$ cat config.mk
export PLATFORM = sky130hd
export DESIGN_NAME = smart_intersection_ctrl
export DESIGN_NICKNAME = d
export VERILOG_FILES = /design/src/rtl/smart_traffic_pkg.sv /design/src/rtl/appr_queue_counter.sv /design/src/rtl/smart_intersection_ctrl.sv
export SDC_FILE = /design/constraint.sdc
export NUM_CORES = 1
export LEC_CHECK = 0
export ABC_AREA = 1
export CORE_MARGIN = 4
export CORE_UTILIZATION = 29
export DETAILED_ROUTE_END_ITERATION = 7
export PLACE_DENSITY = 0.6
export SLEW_MARGIN = 10
export SYNTH_ARGS = -nofsm -noshare
export SYNTH_HDL_FRONTEND = slang
export SYNTH_SLANG_ARGS = --single-unit
$ cat constraint.sdc
create_clock -name clk -period 2.5 [get_ports clk]
set_input_delay 0.75 -clock clk [delete_from_list [all_inputs] [get_ports clk]]
set_output_delay 0.75 -clock clk [all_outputs]
set_load 0.005 [all_outputs]
$ cat src/rtl/smart_traffic_pkg.sv
// Shared state encoding and lamp patterns for the intersection controller.
package smart_traffic_pkg;

  typedef enum logic [1:0] {
    ST_GREEN    = 2'd0,
    ST_YELLOW   = 2'd1,
    ST_ALL_RED  = 2'd2,
    ST_EM_GREEN = 2'd3
  } state_e;

  // Lamp slice order is {Red, Yellow, Green}.
  localparam logic [2:0] LAMP_RED = 3'b100;
  localparam logic [2:0] LAMP_YEL = 3'b010;
  localparam logic [2:0] LAMP_GRN = 3'b001;

endpackage

$ cat src/rtl/appr_queue_counter.sv
// Per-approach saturating car queue: +1 on arrival, -1 on departure while green.
module appr_queue_counter #(
  parameter int QW = 4
) (
  input  logic          clk,
  input  logic          rst,
  input  logic          inc,
  input  logic          dec_en,
  output logic [QW-1:0] count
);

  localparam logic [QW-1:0] Q_MAX = '1;

  logic dec;

  // A departure needs a car in the queue; an empty green lane never underflows.
  assign dec = dec_en && (count != '0);

  always_ff @(posedge clk or negedge rst) begin
    if (!rst)                                  count <= '0;
    else if (inc && !dec && (count != Q_MAX))  count <= count + 1'b1;
    else if (dec && !inc)                      count <= count - 1'b1;
  end

endmodule

$ cat src/rtl/smart_intersection_ctrl.sv
// N-approach intersection: queue-driven round-robin green with emergency
// pre-emption and a yellow / all-red handover on every change of owner.
module smart_intersection_ctrl
  import smart_traffic_pkg::*;
#(
  parameter int NUM_APPR  = 4,
  parameter int QW        = 4,
  parameter int TW        = 5,
  parameter int GREEN_MIN = 4,
  parameter int GREEN_MAX = 12,
  parameter int YELLOW_T  = 2,
  parameter int ALLRED_T  = 1
) (
  input  logic                          clk,
  input  logic                          rst,
  input  logic [NUM_APPR-1:0]           car_detected,
  input  logic [NUM_APPR-1:0]           emergency,
  output logic [3*NUM_APPR-1:0]         lights,
  output logic [QW*NUM_APPR-1:0]        queue_count,
  output logic [$clog2(NUM_APPR)-1:0]   active_appr,
  output logic                          preempt_active
);

  localparam int AW = $clog2(NUM_APPR);
  localparam logic [TW-1:0] T_MAX = '1;

  state_e          state, state_nxt;
  logic [TW-1:0]   timer, timer_nxt;
  logic [AW-1:0]   act_nxt, pend_idx, pend_nxt, rr_idx, e_idx, em_tgt;
  logic            preempt_nxt, pend_vld, pend_vld_nxt, boot, boot_nxt;
  logic            others_wait, own_empty, e_any;
  logic [NUM_APPR-1:0] q_nz, dec_en;

  generate
    for (genvar i = 0; i < NUM_APPR; i++) begin : g_q
      appr_queue_counter #(.QW(QW)) u_q (
        .clk    (clk),
        .rst    (rst),
        .inc    (car_detected[i]),
        .dec_en (dec_en[i]),
        .count  (queue_count[QW*i +: QW])
      );
      assign q_nz[i]   = |queue_count[QW*i +: QW];
      assign dec_en[i] = ((state == ST_GREEN) || (state == ST_EM_GREEN)) &&
                         (active_appr == AW'(i));
    end
  endgenerate

  // Lowest-index emergency target and round-robin successor of the owner.
  always_comb begin
    e_any = |emergency;
    e_idx = '0;
    for (int i = NUM_APPR - 1; i >= 0; i--)
      if (emergency[i]) e_idx = AW'(i);
    rr_idx = AW'((int'(active_appr) + 1) % NUM_APPR);
    // Scan downward so the nearest waiting approach after the owner wins.
    for (int k = NUM_APPR; k >= 1; k--)
      if (q_nz[AW'((int'(active_appr) + k) % NUM_APPR)])
        rr_idx = AW'((int'(active_appr) + k) % NUM_APPR);
    others_wait = |(q_nz & ~(NUM_APPR'(1) << active_appr));
    own_empty   = !q_nz[active_appr];
    em_tgt      = (pend_vld && emergency[pend_idx]) ? pend_idx : e_idx;
  end

  always_comb begin
    state_nxt    = state;
    act_nxt      = active_appr;
    preempt_nxt  = preempt_active;
    pend_vld_nxt = pend_vld;
    pend_nxt     = pend_idx;
    boot_nxt     = boot;
    case (state)
      ST_GREEN: begin
        if (e_any) begin
          preempt_nxt = 1'b1;
          if (e_idx == active_appr) begin
            state_nxt = ST_EM_GREEN;
          end else begin
            state_nxt    = ST_YELLOW;
            pend_vld_nxt = 1'b1;
            pend_nxt     = e_idx;
          end
        end else if (others_wait &&
                     (((timer >= TW'(GREEN_MIN - 1)) && own_empty) ||
                      (timer >= TW'(GREEN_MAX - 1)))) begin
          state_nxt = ST_YELLOW;
        end
      end
      ST_YELLOW: if (timer == TW'(YELLOW_T - 1)) state_nxt = ST_ALL_RED;
      ST_ALL_RED: begin
        if (timer == TW'(ALLRED_T - 1)) begin
          boot_nxt     = 1'b0;
          pend_vld_nxt = 1'b0;
          if (e_any) begin
            state_nxt   = ST_EM_GREEN;
            act_nxt     = em_tgt;
            preempt_nxt = 1'b1;
          end else begin
            state_nxt   = ST_GREEN;
            act_nxt     = boot ? '0 : rr_idx;
            preempt_nxt = 1'b0;
          end
        end
      end
      ST_EM_GREEN: if (!emergency[active_appr]) state_nxt = ST_YELLOW;
      default: state_nxt = ST_ALL_RED;
    endcase
    timer_nxt = (state_nxt != state) ? '0 :
                (timer == T_MAX)     ? timer : timer + 1'b1;
  end

  always_ff @(posedge clk or negedge rst) begin
    if (!rst) begin
      state          <= ST_ALL_RED;
      timer          <= '0;
      active_appr    <= '0;
      preempt_active <= 1'b0;
      pend_vld       <= 1'b0;
      pend_idx       <= '0;
      boot           <= 1'b1;
    end else begin
      state          <= state_nxt;
      timer          <= timer_nxt;
      active_appr    <= act_nxt;
      preempt_active <= preempt_nxt;
      pend_vld       <= pend_vld_nxt;
      pend_idx       <= pend_nxt;
      boot           <= boot_nxt;
    end
  end

  always_comb begin
    lights = {NUM_APPR{LAMP_RED}};
    for (int i = 0; i < NUM_APPR; i++) begin
      if (AW'(i) == active_appr) begin
        if ((state == ST_GREEN) || (state == ST_EM_GREEN)) lights[3*i +: 3] = LAMP_GRN;
        else if (state == ST_YELLOW)                       lights[3*i +: 3] = LAMP_YEL;
      end
    end
  end

endmodule

==> flow_summary.yaml <==
outcome:
  run_status: "finished clean"
clock_network:
  numClockSinks: 30
  insertion_delay_ps: 290
  clock_transition_at_the_registers_of_the_reported_paths_ps: 60
  cts_tree: "yes"
  cts_buf_count: 5
  cts_root_buffer: "clkbuf_8"
  htree_levels: 2
  cts_hold_buf: 0
  cts-root-to-sink-buffers: 2
floorplan:
  dieArea_mm2: 0.009766
  rows: 32
  floorplan.core_area_mm2: 0.007888
  die_w_um: 98.83
  start_util_pct: 30.33
  die_height_um: 98.83
  ios: 41
pwr:
  power.share.combinational_pct: 63.5
  power.switching_mw: 1.856
  power.leakage_nw: 1.530
  fraction_of_power_consumed_by_sequential_logic_pct: 24.7
  power.internal_mw: 2.359
  design_power_total_mw: 4.215
  power.density_mw_per_mm2: 1316
  clock_power_share_pct: 11.8
  vdd.ir_drop.worst_uv: 468.3
  switching_share_pct: 44.03
route:
  first_pass_iteration_count_of_the_detailed_router: 5
  drc: 0
  dr.first_iter.drc_count: 85
  via_density_per_instance: 4.600
  num_vias: 2162
  wl_per_cell_um: 12.18
  drtAntennaViolNets: 0
  routed_wl_um: 5725
finish:
  area_growth_syn_to_layout_pct: 33.89
  instances_no_fill: 470
  fraction_of_layout_cells_with_a_size_suffix_above_1_pct: 20.92
  antenna_cells: 0
  nFillCells: 822
  number_of_nets_in_the_finished_design: 402
  finalInstanceArea_mm2: 0.003203
setup_path:
  critical_path_buf_inv_count: 4
  cpMostUsedCell: "inv_1"
  critPathKind: "reg -> out"
  crit_path_max_fanout: 5
  crit-reg2reg-capture: "g_q[0].u_q.count[3]"
  worst-r2r-cell-count: 10
  cpMaxStageDelayCell: "dfstp_2"
  timing.critical_path.arrival_ps: 1630
  timing.critical_path.max_delay_family: "flip-flops"
  cp_cell_sequence: "inv_1 > buf_4 > ha_2 > nand2_1 > inv_1 > dlygate4sd2_1"
  start_kind: "flop"
  timing.reg2reg.setup_slack_ps: 200
  crit_path_end_kind: "primary output"
  critPathRequiredTime_ps: 1750
  timing.rr.start: "state[1]"
  critPathMaxStageDelay_ps: 540
sta:
  max_clock_freq_mhz: 419.9
  tightestPinTransition_ps: 393.8
  totalNegativeSetupSlack_ps: 0
  clock_skew_ps: 9.937
  final-hold-violation-count: 0
  post-route-period-util_pct: 95.26
  max-slew-margin-rel_pct: 73.75
  rsz0062_at_grt: "false"
  post-route-min-period_ps: 2381
  finalMaxSlewViolations: 0
  setup-violations-final: 0
job:
  maxCapViolations: 0
placement:
  place.gp.congestion: 0.8645
  place_inst: 461
  placedInstanceArea_mm2: 0.003004
  numPortBuffers: 40
  dp_hpwl_um: 4468
worst_hold_path:
  hold-path-cell-count: 2
  holdPathEnd: "boot"
  worst_hold_path_type: "reg -> reg"
  hold_path_origin: "boot"
yosys:
  post_synth_instance_area_mm2: 0.002392
  synth-seq-cells: 30
  synthesis.instances: 307
  synth_warnings: 0
  synthDominantCellAreaShare_pct: 29.29
  synth_fp_nets: 342
  cell_variety_after_synth: 30
  synth.yosys.seq_area_share_pct: 31.49
  mean_area_per_synthesized_cell_um2: 7.792
  synth_top_cells_by_area: "dfrtp_1 (29%), ha_1 (11%), nand2_1 (9.9%)"
  synth_top_area_cell: "dfrtp_1"
global_routing:
  grt_antenna_before_repair: 0
  grt_pass1_vias: 2155
  global_route_wire_length_before_repair_um: 10140
  pin_count_of_the_biggest_net_entering_global_routing: 31
  gr-total-overflow: 0
  grt_usage_pct: 12.70
==> what timing repair did <==
action,4_1_cts,5_1_grt
resized for setup,26,8
setup buffers,1,0
pin swaps,2,0
setup endpoints to repair,12,5
==> sequential cells by signal, indices dropped and copies added, names as in the netlist <==
register / cells
active_appr: 2
boot: 1
g_q.u_q.count: 16
pend_idx: 2
pend_vld: 1
preempt_active: 1
state: 2
timer: 5
==> power by group through the flow <==
stage / clock, mW / sequential, mW / combinational (mW)
final: 0.497 / 1.04 / 2.68
after global routing: 0.530 / 1.09 / 3.06
after CTS: 0.509 / 1.04 / 2.71
after detailed placement: 0 / 1.05 / 2.59
after global placement: 0 / 1.05 / 2.54
after floorplan: 0 / 1.02 / 1.61
==> cell usage after synthesis (all sizes together) <==
| cell type | count |
|---|---|
| dfrtp | 28 |
| or2 | 5 |
| inv | 32 |
| nand2 | 76 |
| a31oi | 1 |
| nor3 | 3 |
| o21ai | 18 |
| xnor2 | 5 |
| o21a | 1 |
| a21oi | 13 |
| xor2 | 10 |
| clkbuf | 1 |
| nand4 | 8 |
| a21o | 4 |
| fa | 4 |
| dfstp | 2 |
| nand3 | 28 |
| mux2i | 4 |
| ha | 21 |
| mux2 | 4 |
| nor2 | 39 |
==> cells in the final DEF (no fill, tap or decap), types with 10 or more instances in the layout <==
master,n
xor2_1,10
o21ai_0,15
nand2_2,14
buf_4,13
inv_1,26
nor2_2,11
clkdlybuf4s50_1,28
a21oi_1,13
nand2_1,62
nand3_1,26
ha_1,15
dfrtp_1,27
nor2_1,25
==> metrics by stage <==
stage,setup WS [ps],util (%),hold WS [ps]
6_report,118.5,40.61,467.4
5_1_grt,41.46,40.61,509.9
4_1_cts,-32.40,40.28,468.7
3_5_place_dp,41.30,38.09,457.3
3_3_place_gp,69.95,38.09,455.1
2_1_floorplan,104.9,-,443.0
==> worst max path at each step <==
| stage | slack (ps) | to | startpoint | cells past startpoint |
|---|---|---|---|---|
| 6_report | 120 | lights[7] | state[1] | 6 |
| 3_5_place_dp | 40 | g_q[2].u_q.count[3] | car_detected[2] | 7 |
| 3_3_place_gp | 70 | g_q[2].u_q.count[3] | car_detected[2] | 7 |
| 4_1_cts | -30 | lights[9] | state[1] | 4 |
| 2_1_floorplan | 100 | g_q[1].u_q.count[3] | state[1] | 10 |
| 5_1_grt | 40 | g_q[0].u_q.count[3] | state[1] | 10 |
==> metal layers <==
| layer | vias up | track usage (%) | share of wire [%] |
|---|---|---|---|
| met5 | - | 0 | 0 |
| met4 | 0 | 2.836 | 0.96 |
| met3 | 5 | 3.822 | 5.4 |
| met2 | 44 | 18.96 | 43 |
| met1 | 987 | 18.10 | 51 |
| li1 | 1126 | - | - |
==> tightest hold or removal path, delay by kind of cell (launching register included) <==
family	cells	cell delay (ps)
buf+inv	1	40
compound gates	1	60
flops	1	370
==> final cells by class <==
type	count	area, um^2	area share (%)
sequential	30	754.5	23.55
multi-input combinational	244	1578	49.26
clock buffer	6	72.57	2.266
timing repair buffer	54	513.0	16.02
clock inverter	2	37.54	1.172
tap	102	127.6	3.984
inverter	32	120.1	3.750
==> cells by family (layout without fill, tap and decap cells) <==
group / count (synthesis) / after routing / share of synthesized area, %
simple gates: 159 / 159 / 31.01
compound gates: 37 / 37 / 8.525
buf+inv: 33 / 94 / 5.596
flops: 30 / 30 / 31.49
fa+ha+maj: 25 / 25 / 14.33
xor+xnor: 15 / 15 / 5.491
mux: 8 / 8 / 3.556
(Power assumes the default switching activity.)
==> RTL change: new RTL, same flow settings <==
Put a register stage on the output `queue_count`, with the module's reset. The value now appears one clock later. The other outputs are not delayed to match.
--- a/src/rtl/smart_intersection_ctrl.sv
+++ b/src/rtl/smart_intersection_ctrl.sv
@@ -25,4 +25,6 @@
   localparam logic [TW-1:0] T_MAX = '1;
 
+  logic [QW*NUM_APPR-1:0] queue_count_d;
+
   state_e          state, state_nxt;
   logic [TW-1:0]   timer, timer_nxt;
@@ -39,7 +41,7 @@
         .inc    (car_detected[i]),
         .dec_en (dec_en[i]),
-        .count  (queue_count[QW*i +: QW])
+        .count  (queue_count_d[QW*i +: QW])
       );
-      assign q_nz[i]   = |queue_count[QW*i +: QW];
+      assign q_nz[i]   = |queue_count_d[QW*i +: QW];
       assign dec_en[i] = ((state == ST_GREEN) || (state == ST_EM_GREEN)) &&
                          (active_appr == AW'(i));
@@ -140,4 +142,12 @@
   end
 
+  always_ff @(posedge clk or negedge rst) begin
+    if (!rst) begin
+      queue_count <= '0;
+    end else begin
+      queue_count <= queue_count_d;
+    end
+  end
+
 endmodule
 
Check against the original RTL: not equivalent (a bounded check fails within 4 cycles, from zero or initial values and one cycle with rst low).
==> RTL change against the unedited design <==
Sequential cell count grew 16. Register-to-register slack worse by 0.07 ns. Synthesized area grew 17%. Total power increased by 8.9%. Wire length rose by 9.7%. Setup slack better by 0.013 ns. Cell count rose by 9.6%. Final area is 13% higher. Critical path type unchanged.
==> RTL change: results (changes against the unedited design) <==
- Counting instances in the post-synthesis netlist gives the leading cell types as nand2_1 (67), dfrtp_1 (44), inv_1 (32), nor2_1 (31), ha_1 (21).
- Leakage power total: 1.72 nW (+12%)
- Capture point of the worst reg-to-reg path: g_q[3].u_q.count[3]$_DFFE_PN0P_
* Startpoint of the lowest-slack register-to-register path: active_appr[1]$_DFFE_PN0P_
- The flop-to-flop setup slack is 0.13 ns (-0.07 ns).
- Pin count of the biggest net entering global routing: 28 (-9.7%)
* Count of unique library cells instantiated by Yosys: 31 (+3.3%)
* Area occupied by multi-input gates: 1560 um^2 (-0.87%)
- The clock-pin slew reported for the worst setup and hold paths after clock tree synthesis was 0.09 ns (+0.03 ns).
- The standard cell area after detailed placement came to 3460 um^2 (+15%).
* Maximum resistive drop on vdd: 0.430 mV (-8.1%)
- The count of inverters not on the clock network in the layout was 35 (+9.4%).
- The non-clock buffer contribution to total cell area came to 0.143 (-0.0167).
- The relative max-transition margin was 0.656 (-0.0811).
- The flow ran to the end, and the final reports show no timing, DRC or antenna violations.
* RD Place Congestion: 0.860 (-0.53%)
- Registers with the most flip-flops: g_q.u_q.count: 16 flops, queue_count: 16 flops, timer: 5 flops
* Cell types with the largest area share after synthesis: dfrtp_1 (39%), ha_1 (9.4%), nand2_1 (9.0%)
* Worst hold path class: in2async
- Number of nets in the finished design: 420 (+4.5%)
- The count of multi-input combinational gates was 241 (-1.2%).
- The area of the die was 11200 um^2 (+15%).
- The critical path ends at lights[1].
* Post-detailed-route via-to-cell ratio: 4.51 (-1.9%)
* Hpwl dp: 4860 um (+8.7%)
- Initial detailed-routing violation count: 81 (-4.7%)
- The post-synth net total came to 358 (+4.7%).
- The number of global-route vias before repair was 2333 (+8.3%).
* Flip-flop and latch count after synthesis: 46 (+53%)
* Combined flip-flop and latch cell area: 1150 um^2 (+53%)
- The number of fillers in the final layout is 993 (+21%).
RTL change: cell count changes after synthesis, moves of 3 or more:
| cell | before | now |
|---|---|---|
| o21ai_0 | 15 | 18 |
| dfrtp_1 | 28 | 44 |
| nand2_1 | 63 | 67 |
| nand2_2 | 13 | 7 |
| nand3_1 | 26 | 20 |
| inv_1 | 29 | 32 |
RTL change: cells by family (layout without fill, tap and decap cells):
logic type                 count (synthesis)  after routing  share of synthesized area
AOI/OAI and AO/OA                         40             40                     0.0785
xor gates and xnor gates                  15             15                     0.0471
adders and majority gates                 25             25                      0.123
buffers and inverters                     36             99                     0.0498
DFF                                       46             46                      0.414
muxes                                      8              8                     0.0305
and+or+nand+nor                          153            153                      0.258
RTL change: through the flow:
step	setup WS, ns	util	setup TNS (ns)	cells	hold WS (ns)
global route	0.00306	0.391	0	515	0.442
CTS	0.000834	0.389	0	515	0.425
detailed placement	-0.0606	0.373	-0.0771	506	0.436
floorplan	0.113	-	0	323	0.412
global placement	0.0149	0.373	0	506	0.438
finish	0.131	0.391	0	515	0.408
RTL change: report_power, final:
| group | internal [mW] | total (mW) | switching (mW) |
|---|---|---|---|
| Combinational | 1.32 | 2.66 | 1.34 |
| Clock | 0.223 | 0.489 | 0.266 |
| Sequential | 1.11 | 1.45 | 0.340 |
| Total | 2.64 | 4.59 | 1.95 |
RTL change: routing by layer:
metal / GRT usage / wire [um] / up-vias
li1: - / - / 1179
met1: 0.161 / 2940 / 1096
met2: 0.193 / 2960 / 40
met3: 0.0273 / 283 / 10
met4: 0.0361 / 91 / 0
met5: 0 / 0 / -
RTL change: worst min-delay path by stage:
stage / from / to / slack (ns) / cells past startpoint
detailed placement: g_q[0].u_q.count[3]$_DFFE_PN0P_ / queue_count[3]$_DFF_PN0_ / 0.44 / 0
global route: rst / queue_count[0]$_DFF_PN0_ / 0.44 / 1
CTS: rst / queue_count[0]$_DFF_PN0_ / 0.43 / 1
finish: rst / queue_count[3]$_DFF_PN0_ / 0.41 / 1
global placement: g_q[1].u_q.count[3]$_DFFE_PN0P_ / queue_count[7]$_DFF_PN0_ / 0.44 / 0
floorplan: g_q[2].u_q.count[3]$_DFFE_PN0P_ / queue_count[11]$_DFF_PN0_ / 0.41 / 0
RTL change: worst register-to-register path, stage by stage, from the launching register on:
cell	delay [ns]
dfrtp_2	0.46
buf_4	0.16
ha_1	0.24
inv_1	0.14
nor2_4	0.05
nand2_1	0.10
nand3_2	0.13
ha_1	0.32
a21o_1	0.16
a21oi_1	0.15
mux2i_1	0.24
xor2_1	0.16
RTL change: timing repair:
action / in CTS / in global routing
pin swaps: 2 / 0
resized for setup: 29 / 4
hold endpoints to repair: 0 / 0
buffers inserted: 1 / 0
endpoints found under the setup margin: 12 / 3
